===== config.mk =====
export PLATFORM = sky130hd
export DESIGN_NAME = qbits_param_sequencer_flat
export DESIGN_NICKNAME = d
export VERILOG_FILES = /design/src/rtl/qbits_param_sequencer_if.sv /design/src/rtl/qbits_param_sequencer.sv /design/src/flat_wrapper.sv
export SDC_FILE = /design/constraint.sdc
export NUM_CORES = 1
export LEC_CHECK = 0
export CORE_ASPECT_RATIO = 0.75
export CORE_MARGIN = 4
export CORE_UTILIZATION = 52
export CTS_CLUSTER_SIZE = 12
export DETAILED_ROUTE_END_ITERATION = 8
export PLACE_DENSITY = 0.8
export SYNTH_ARGS = -nofsm -noshare
export SYNTH_HDL_FRONTEND = slang
export SYNTH_SLANG_ARGS = --single-unit

===== constraint.sdc =====
create_clock -name clk -period 3.31 [get_ports clk]
set_input_delay 0.662 -clock clk [delete_from_list [all_inputs] [get_ports clk]]
set_output_delay 0.662 -clock clk [all_outputs]
set_load 0.02 [all_outputs]

===== src/rtl/qbits_param_sequencer_if.sv =====
// Request/result bundle for qbits_param_sequencer.
//  Request side : in_valid/in_ready handshake carrying QP, bit depth and log2 TU size.
//  Result side  : out_valid/out_ready handshake carrying per, rem, shift, iQBits,
//                 quant scale and the QP range error flag.
//  busy         : sequencer status, high whenever a TU is in flight.
// The slave modport is the sequencer's view. The master modport is the view of
// whatever drives requests and consumes results.
interface qbits_param_sequencer_if;
    logic        in_valid;
    logic        in_ready;
    logic [5:0]  in_qp;
    logic [3:0]  in_bit_depth;
    logic [2:0]  in_log2_size;
    logic        out_valid;
    logic        out_ready;
    logic [3:0]  out_per;
    logic [2:0]  out_rem;
    logic [5:0]  out_shift;
    logic [5:0]  out_qbits;
    logic [15:0] out_scale;
    logic        out_err;
    logic        busy;

    modport slave (
        input  in_valid, in_qp, in_bit_depth, in_log2_size, out_ready,
        output in_ready, out_valid, out_per, out_rem, out_shift, out_qbits,
               out_scale, out_err, busy
    );

    modport master (
        output in_valid, in_qp, in_bit_depth, in_log2_size, out_ready,
        input  in_ready, out_valid, out_per, out_rem, out_shift, out_qbits,
               out_scale, out_err, busy
    );
endinterface


===== src/rtl/qbits_param_sequencer.sv =====
// Per-TU quantization parameter sequencer for the RDOQ datapath.
// It accepts one TU request and splits QP into per = QP/6 and rem = QP%6. The
// split uses one subtract-6 step per clock instead of a divider. It then derives
// the transform shift, iQBits and the quant scale. The result is held on the
// output handshake until downstream takes it. Only one TU is in flight at a time.
// Ports:
//  clk : clock, all logic on the rising edge
//  rst : synchronous reset, active-high; discards any in-flight TU
//  bus : qbits_param_sequencer_if.slave (request in, result out, busy)
module qbits_param_sequencer #(
    parameter int MAX_TR_DYN_RANGE = 15,
    parameter int QP_MAX           = 59,
    parameter int QBITS_BASE       = 14
) (
    input  logic                          clk,
    input  logic                          rst,
    qbits_param_sequencer_if.slave        bus
);

    typedef enum logic [1:0] {
        IDLE = 2'd0,
        DIV  = 2'd1,
        CALC = 2'd2,
        OUT  = 2'd3
    } stateT;

    stateT       state;
    logic [5:0]  remAcc;
    logic [3:0]  perCnt;
    logic [3:0]  bitDepth;
    logic [2:0]  log2Size;
    logic        errFlag;
    logic        inReady;
    logic        outValid;
    logic [3:0]  outPer;
    logic [2:0]  outRem;
    logic [5:0]  outShift;
    logic [5:0]  outQbits;
    logic [15:0] outScale;
    logic        outErr;

    // Shift arithmetic is 7-bit. The worst legal-width case is 15 - 15 - 7 = -7,
    // and that still fits, so bit 6 acts as the sign.
    logic [6:0]  shRaw;
    logic [5:0]  shClamp;
    logic [5:0]  qbitsCalc;
    logic [15:0] scaleCalc;

    always_comb begin
        shRaw     = 7'(MAX_TR_DYN_RANGE) - {3'b000, bitDepth} - {4'b0000, log2Size};
        shClamp   = shRaw[6] ? 6'd0 : shRaw[5:0];
        // per <= 9 and shift <= 15 keep this below 64.
        qbitsCalc = 6'(QBITS_BASE) + {2'b00, perCnt} + shClamp;
        scaleCalc = 16'd0;
        case (remAcc[2:0])
            3'd0:    scaleCalc = 16'd26214;
            3'd1:    scaleCalc = 16'd23302;
            3'd2:    scaleCalc = 16'd20560;
            3'd3:    scaleCalc = 16'd18396;
            3'd4:    scaleCalc = 16'd16384;
            3'd5:    scaleCalc = 16'd14564;
            default: scaleCalc = 16'd0;
        endcase
    end

    always_ff @(posedge clk) begin
        if (rst) begin
            state    <= IDLE;
            remAcc   <= '0;
            perCnt   <= '0;
            bitDepth <= '0;
            log2Size <= '0;
            errFlag  <= 1'b0;
            inReady  <= 1'b1;
            outValid <= 1'b0;
            outPer   <= '0;
            outRem   <= '0;
            outShift <= '0;
            outQbits <= '0;
            outScale <= '0;
            outErr   <= 1'b0;
        end else begin
            case (state)
                IDLE: begin
                    if (bus.in_valid && inReady) begin
                        inReady  <= 1'b0;
                        bitDepth <= bus.in_bit_depth;
                        log2Size <= bus.in_log2_size;
                        perCnt   <= '0;
                        if (bus.in_qp <= 6'(QP_MAX)) begin
                            remAcc  <= bus.in_qp;
                            errFlag <= 1'b0;
                            state   <= DIV;
                        end else begin
                            // The error result is loaded here. It passes through
                            // CALC untouched, so it becomes visible one edge after accept.
                            remAcc   <= '0;
                            errFlag  <= 1'b1;
                            outErr   <= 1'b1;
                            outPer   <= '0;
                            outRem   <= '0;
                            outShift <= '0;
                            outQbits <= '0;
                            outScale <= '0;
                            state    <= CALC;
                        end
                    end
                end
                DIV: begin
                    if (remAcc >= 6'd6) begin
                        remAcc <= remAcc - 6'd6;
                        perCnt <= perCnt + 4'd1;
                    end else begin
                        state <= CALC;
                    end
                end
                CALC: begin
                    if (!errFlag) begin
                        outPer   <= perCnt;
                        outRem   <= remAcc[2:0];
                        outShift <= shClamp;
                        outQbits <= qbitsCalc;
                        outScale <= scaleCalc;
                        outErr   <= 1'b0;
                    end
                    outValid <= 1'b1;
                    state    <= OUT;
                end
                OUT: begin
                    if (bus.out_ready) begin
                        outValid <= 1'b0;
                        inReady  <= 1'b1;
                        state    <= IDLE;
                    end
                end
                default: state <= IDLE;
            endcase
        end
    end

    assign bus.in_ready  = inReady;
    assign bus.out_valid = outValid;
    assign bus.out_per   = outPer;
    assign bus.out_rem   = outRem;
    assign bus.out_shift = outShift;
    assign bus.out_qbits = outQbits;
    assign bus.out_scale = outScale;
    assign bus.out_err   = outErr;
    assign bus.busy      = (state != IDLE);

endmodule


===== src/flat_wrapper.sv =====
// flat-port wrapper written by rule: the top's interface ports become plain ports
module qbits_param_sequencer_flat 
#(
    parameter int MAX_TR_DYN_RANGE = 15,
    parameter int QP_MAX           = 59,
    parameter int QBITS_BASE       = 14
)
  (clk, rst, bus_in_valid, bus_in_qp, bus_in_bit_depth, bus_in_log2_size, bus_out_ready, bus_in_ready, bus_out_valid, bus_out_per, bus_out_rem, bus_out_shift, bus_out_qbits, bus_out_scale, bus_out_err, bus_busy);
  qbits_param_sequencer_if bus_i ();
  input  logic clk;
  input  logic rst;
  input wire logic [$bits(bus_i.in_valid)-1:0] bus_in_valid;
  input wire logic [$bits(bus_i.in_qp)-1:0] bus_in_qp;
  input wire logic [$bits(bus_i.in_bit_depth)-1:0] bus_in_bit_depth;
  input wire logic [$bits(bus_i.in_log2_size)-1:0] bus_in_log2_size;
  input wire logic [$bits(bus_i.out_ready)-1:0] bus_out_ready;
  output wire logic [$bits(bus_i.in_ready)-1:0] bus_in_ready;
  output wire logic [$bits(bus_i.out_valid)-1:0] bus_out_valid;
  output wire logic [$bits(bus_i.out_per)-1:0] bus_out_per;
  output wire logic [$bits(bus_i.out_rem)-1:0] bus_out_rem;
  output wire logic [$bits(bus_i.out_shift)-1:0] bus_out_shift;
  output wire logic [$bits(bus_i.out_qbits)-1:0] bus_out_qbits;
  output wire logic [$bits(bus_i.out_scale)-1:0] bus_out_scale;
  output wire logic [$bits(bus_i.out_err)-1:0] bus_out_err;
  output wire logic [$bits(bus_i.busy)-1:0] bus_busy;
  assign bus_i.in_valid = bus_in_valid;
  assign bus_i.in_qp = bus_in_qp;
  assign bus_i.in_bit_depth = bus_in_bit_depth;
  assign bus_i.in_log2_size = bus_in_log2_size;
  assign bus_i.out_ready = bus_out_ready;
  assign bus_in_ready = bus_i.in_ready;
  assign bus_out_valid = bus_i.out_valid;
  assign bus_out_per = bus_i.out_per;
  assign bus_out_rem = bus_i.out_rem;
  assign bus_out_shift = bus_i.out_shift;
  assign bus_out_qbits = bus_i.out_qbits;
  assign bus_out_scale = bus_i.out_scale;
  assign bus_out_err = bus_i.out_err;
  assign bus_busy = bus_i.busy;
  qbits_param_sequencer #(.MAX_TR_DYN_RANGE(MAX_TR_DYN_RANGE), .QP_MAX(QP_MAX), .QBITS_BASE(QBITS_BASE)) u_core (.clk(clk), .rst(rst), .bus(bus_i));
endmodule

==> results.cfg <==
[status]
status = finished clean

[setup_path]
endpoint_kind = register
r2r-end = u_core.bus.out_qbits[5]
cpMaxStageDelayCell = fa_1
cp.arrival_ns = 2.98
r2r_slack_ns = 0.55
critPathKind = reg2reg
startpoint_type = register
slowest_delay_ns = 0.40
worstPathRequired_ns = 3.53
path_max_fanout = 3
path_common_cell = ha_1
crit_chain = ha_1 -> fa_1 -> nand2b_1 -> a21oi_1 -> ha_1 -> a211oi_1 -> nor3b_1 -> o21bai_1 -> xor2_1 -> o31ai_1
reg2regPathDepth = 10
rr_startpoint = u_core.log2Size[0]

[die]
core_mm2 = 0.00506
initial_core_util_pct = 55.8
rows = 22
die_h_um = 71.8
die-width_um = 93.1
io-pin-count = 56
dieArea_mm2 = 0.00669

[pwr]
irDropWorstVdd_mv = 0.624
powerDensity_mw_per_mm2 = 743
power_leakage_nw = 1.23
power_mw = 2.54

[min_path]
hold_end = u_core.bus.out_shift[2]
worstHoldStart = u_core.bus.out_shift[2]
min_delay_path_depth = 2
hold_path_class = reg2reg

[placed_design]
hpwlAfterDp_um = 4550
place_congestion = 0.804
place_ws_ns = 0.587
placed_cells = 450
dpl_cell_area_mm2 = 0.00333
port_buffers = 52

[yosys]
synth_mux_area_share_pct = 1.06
synth.cell_area_mm2 = 0.00282
synthCells = 347
async_flop_share_pct = 0
synth_cell_types = 50
synth-xor-area-share_pct = 3.41
synth-compound-area-share_pct = 19.8
synth_edf_count = 0
ys_seq_elements = 54
synth_top_family_by_area = simple AND/OR/NAND/NOR gates
synthFlopType = dfxtp_1
synth_area_per_cell_um2 = 8.14
synth_warnings = 0
yosys.area_share.simple_pct = 21.8
ys_seq_area_share_pct = 38.3
synthAdderAreaFrac_pct = 8.95

[timing]
final-hold-violation-count = 0
hold_slack_ns = 0.455
skew_ns = 0.00657
period_minus_slack_ns = 2.76
final.setup.tns_ns = 0
relSlewSlack_pct = 36.3
max_freq_mhz = 363
slew_violations = 0
setup_violations = 0
tightest_slew_ns = 0.956
layout_setup_ws_ns = 0.555
finalCritPeriodShare_pct = 83.2
rsz0062_at_grt = no

[route]
route.vias.total = 2443
wirelength_um = 6230
firstDrtPassIters = 4
drtAntennaViolNets = 0
wl_per_cell_um = 13.6
via_per_inst = 5.35
drc = 0
drtIter0Drc = 112

[clocking]
cts_made_buffers = 5
clkSinkCount = 54
htree_levels = 2
clk_pin_slew_ns = 0.09
cts_resized = 0
cts_root_buf = clkbuf_8
clock_path_buffers = 2
cts_setup_buffers = 0
cts_tree = done
hold_buffers = 0
clk_latency_ns = 0.31

[final_layout]
fillers = 470
layout-drive-gt1-share_pct = 5.45
diodes = 0
utilization_pct = 67.5
final_design_area_no_fill_mm2 = 0.00342
seq_area_mm2 = 0.00108
syn_to_final_growth_pct = 21.0
multi_input_area_mm2 = 0.00157
instances_no_fill = 457
nets = 421

[global_routing]
grt_max_degree = 55
grt_overflow = 0
grt_pass1_vias = 2272
grt_first_pass_wirelength_um = 10800
antenna_found_initial = 0
grtUsageTotal_pct = 19.4

[job]
cap_viol_max_count = 0
## registers in the layout (all words and copies together) (netlist names)
name	flops
u_core.bus.out_valid	1
u_core.bus.out_per	4
u_core.bus.out_err	1
u_core.log2Size	3
u_core.errFlag	1
u_core.remAcc	6
u_core.state	2
u_core.bitDepth	4
u_core.bus.out_scale	13
u_core.bus.out_shift	5
u_core.bus.out_qbits	6
u_core.perCnt	4
u_core.bus.in_ready	1
u_core.bus.out_rem	3
## worst max-delay path, delay by kind of cell, from the launching register on
kind            cells  cell delay [ns]
compound gates      4             1.02
fa+ha+maj           3             0.93
flops               1             0.32
simple gates        2             0.31
xor+xnor            1             0.08
## synth_stat cells (2+ instances only)
library cell,number,area [um^2]
nand2_1,56,210
dfxtp_1,54,1080
a21oi_1,50,250
nor2_1,26,97.6
nand3_1,22,110
ha_1,17,213
inv_1,14,52.6
clkbuf_1,13,48.8
a211oi_1,9,67.6
xor2_1,9,78.8
buf_2,7,35.0
nor3_1,6,30.0
nor2b_1,5,31.3
buf_4,4,30.0
o21ai_0,4,20.0
mux2i_1,3,30.0
o211ai_1,3,22.5
o21bai_1,3,22.5
a21o_1,2,15.0
a22oi_1,2,15.0
and3_1,2,12.5
buf_1,2,7.51
fa_1,2,40.0
nand4_1,2,12.5
nand4b_1,2,17.5
o31ai_1,2,15.0
or2_2,2,12.5
xnor2_1,2,17.5
## metal layers
metal | track usage [%] | share of wire (%) | wire [um] | vias up
met5 | 0 | 0 | 0 | -
met4 | 4.07 | 0.64 | 40 | 0
met3 | 3.78 | 6.3 | 392 | 7
met2 | 28.4 | 42 | 2630 | 75
met1 | 29.5 | 51 | 3170 | 1097
li1 | - | - | - | 1264
## layout make-up
cell class | count | share of cell area, %
timing repair buffer | 56 | 16.0
sequential | 54 | 31.6
tap | 72 | 2.64
clock buffer | 5 | 2.01
inverter | 14 | 1.54
clock inverter | 2 | 0.439
multi-input combinational | 254 | 45.8
## worst max-delay path by stage
stage	from	to	slack, ns
after floorplan	u_core.log2Size[0]	u_core.bus.out_qbits[5]	0.83
after global placement	u_core.log2Size[0]	u_core.bus.out_qbits[5]	0.70
after detailed placement	u_core.log2Size[0]	u_core.bus.out_qbits[5]	0.59
after CTS	u_core.log2Size[0]	u_core.bus.out_qbits[5]	0.55
after global routing	u_core.log2Size[0]	u_core.bus.out_qbits[5]	0.22
final	u_core.log2Size[0]	u_core.bus.out_qbits[5]	0.55
## placed cells by master, fill, tap and decap left out, types with 3 or more instances in the layout
master and n:
nand2_1 56, dfxtp_1 54, o21ai_0 4, conb_1 3, o211ai_1 3, ha_1 17, clkbuf_8 5, xor2_1 9
clkdlybuf4s50_1 51, a211oi_1 9, nand3_1 22, nor3_1 6, inv_1 14, a21oi_1 50, nor2_1 26, nor2b_1 5
mux2i_1 3, buf_4 4, o21bai_1 3
## logic make-up (layout without fill, tap and decap cells)
group	after synthesis	count (layout)
XOR/XNOR	11	11
other	1	3
AND/OR/NAND/NOR	133	133
AO/OA/AOI/OAI	85	85
flip-flops	54	54
adder cells (fa/ha/maj)	19	19
multiplexers	3	3
buffers and inverters	41	77
## power by group
group	internal [mW]	switching (mW)	leakage, nW
Sequential	0.754	0.126	0.439
Clock	0.145	0.216	0.0362
Combinational	0.503	0.797	0.753
Total	1.40	1.14	1.23
Note: power is estimated with default switching activity, not from simulation.
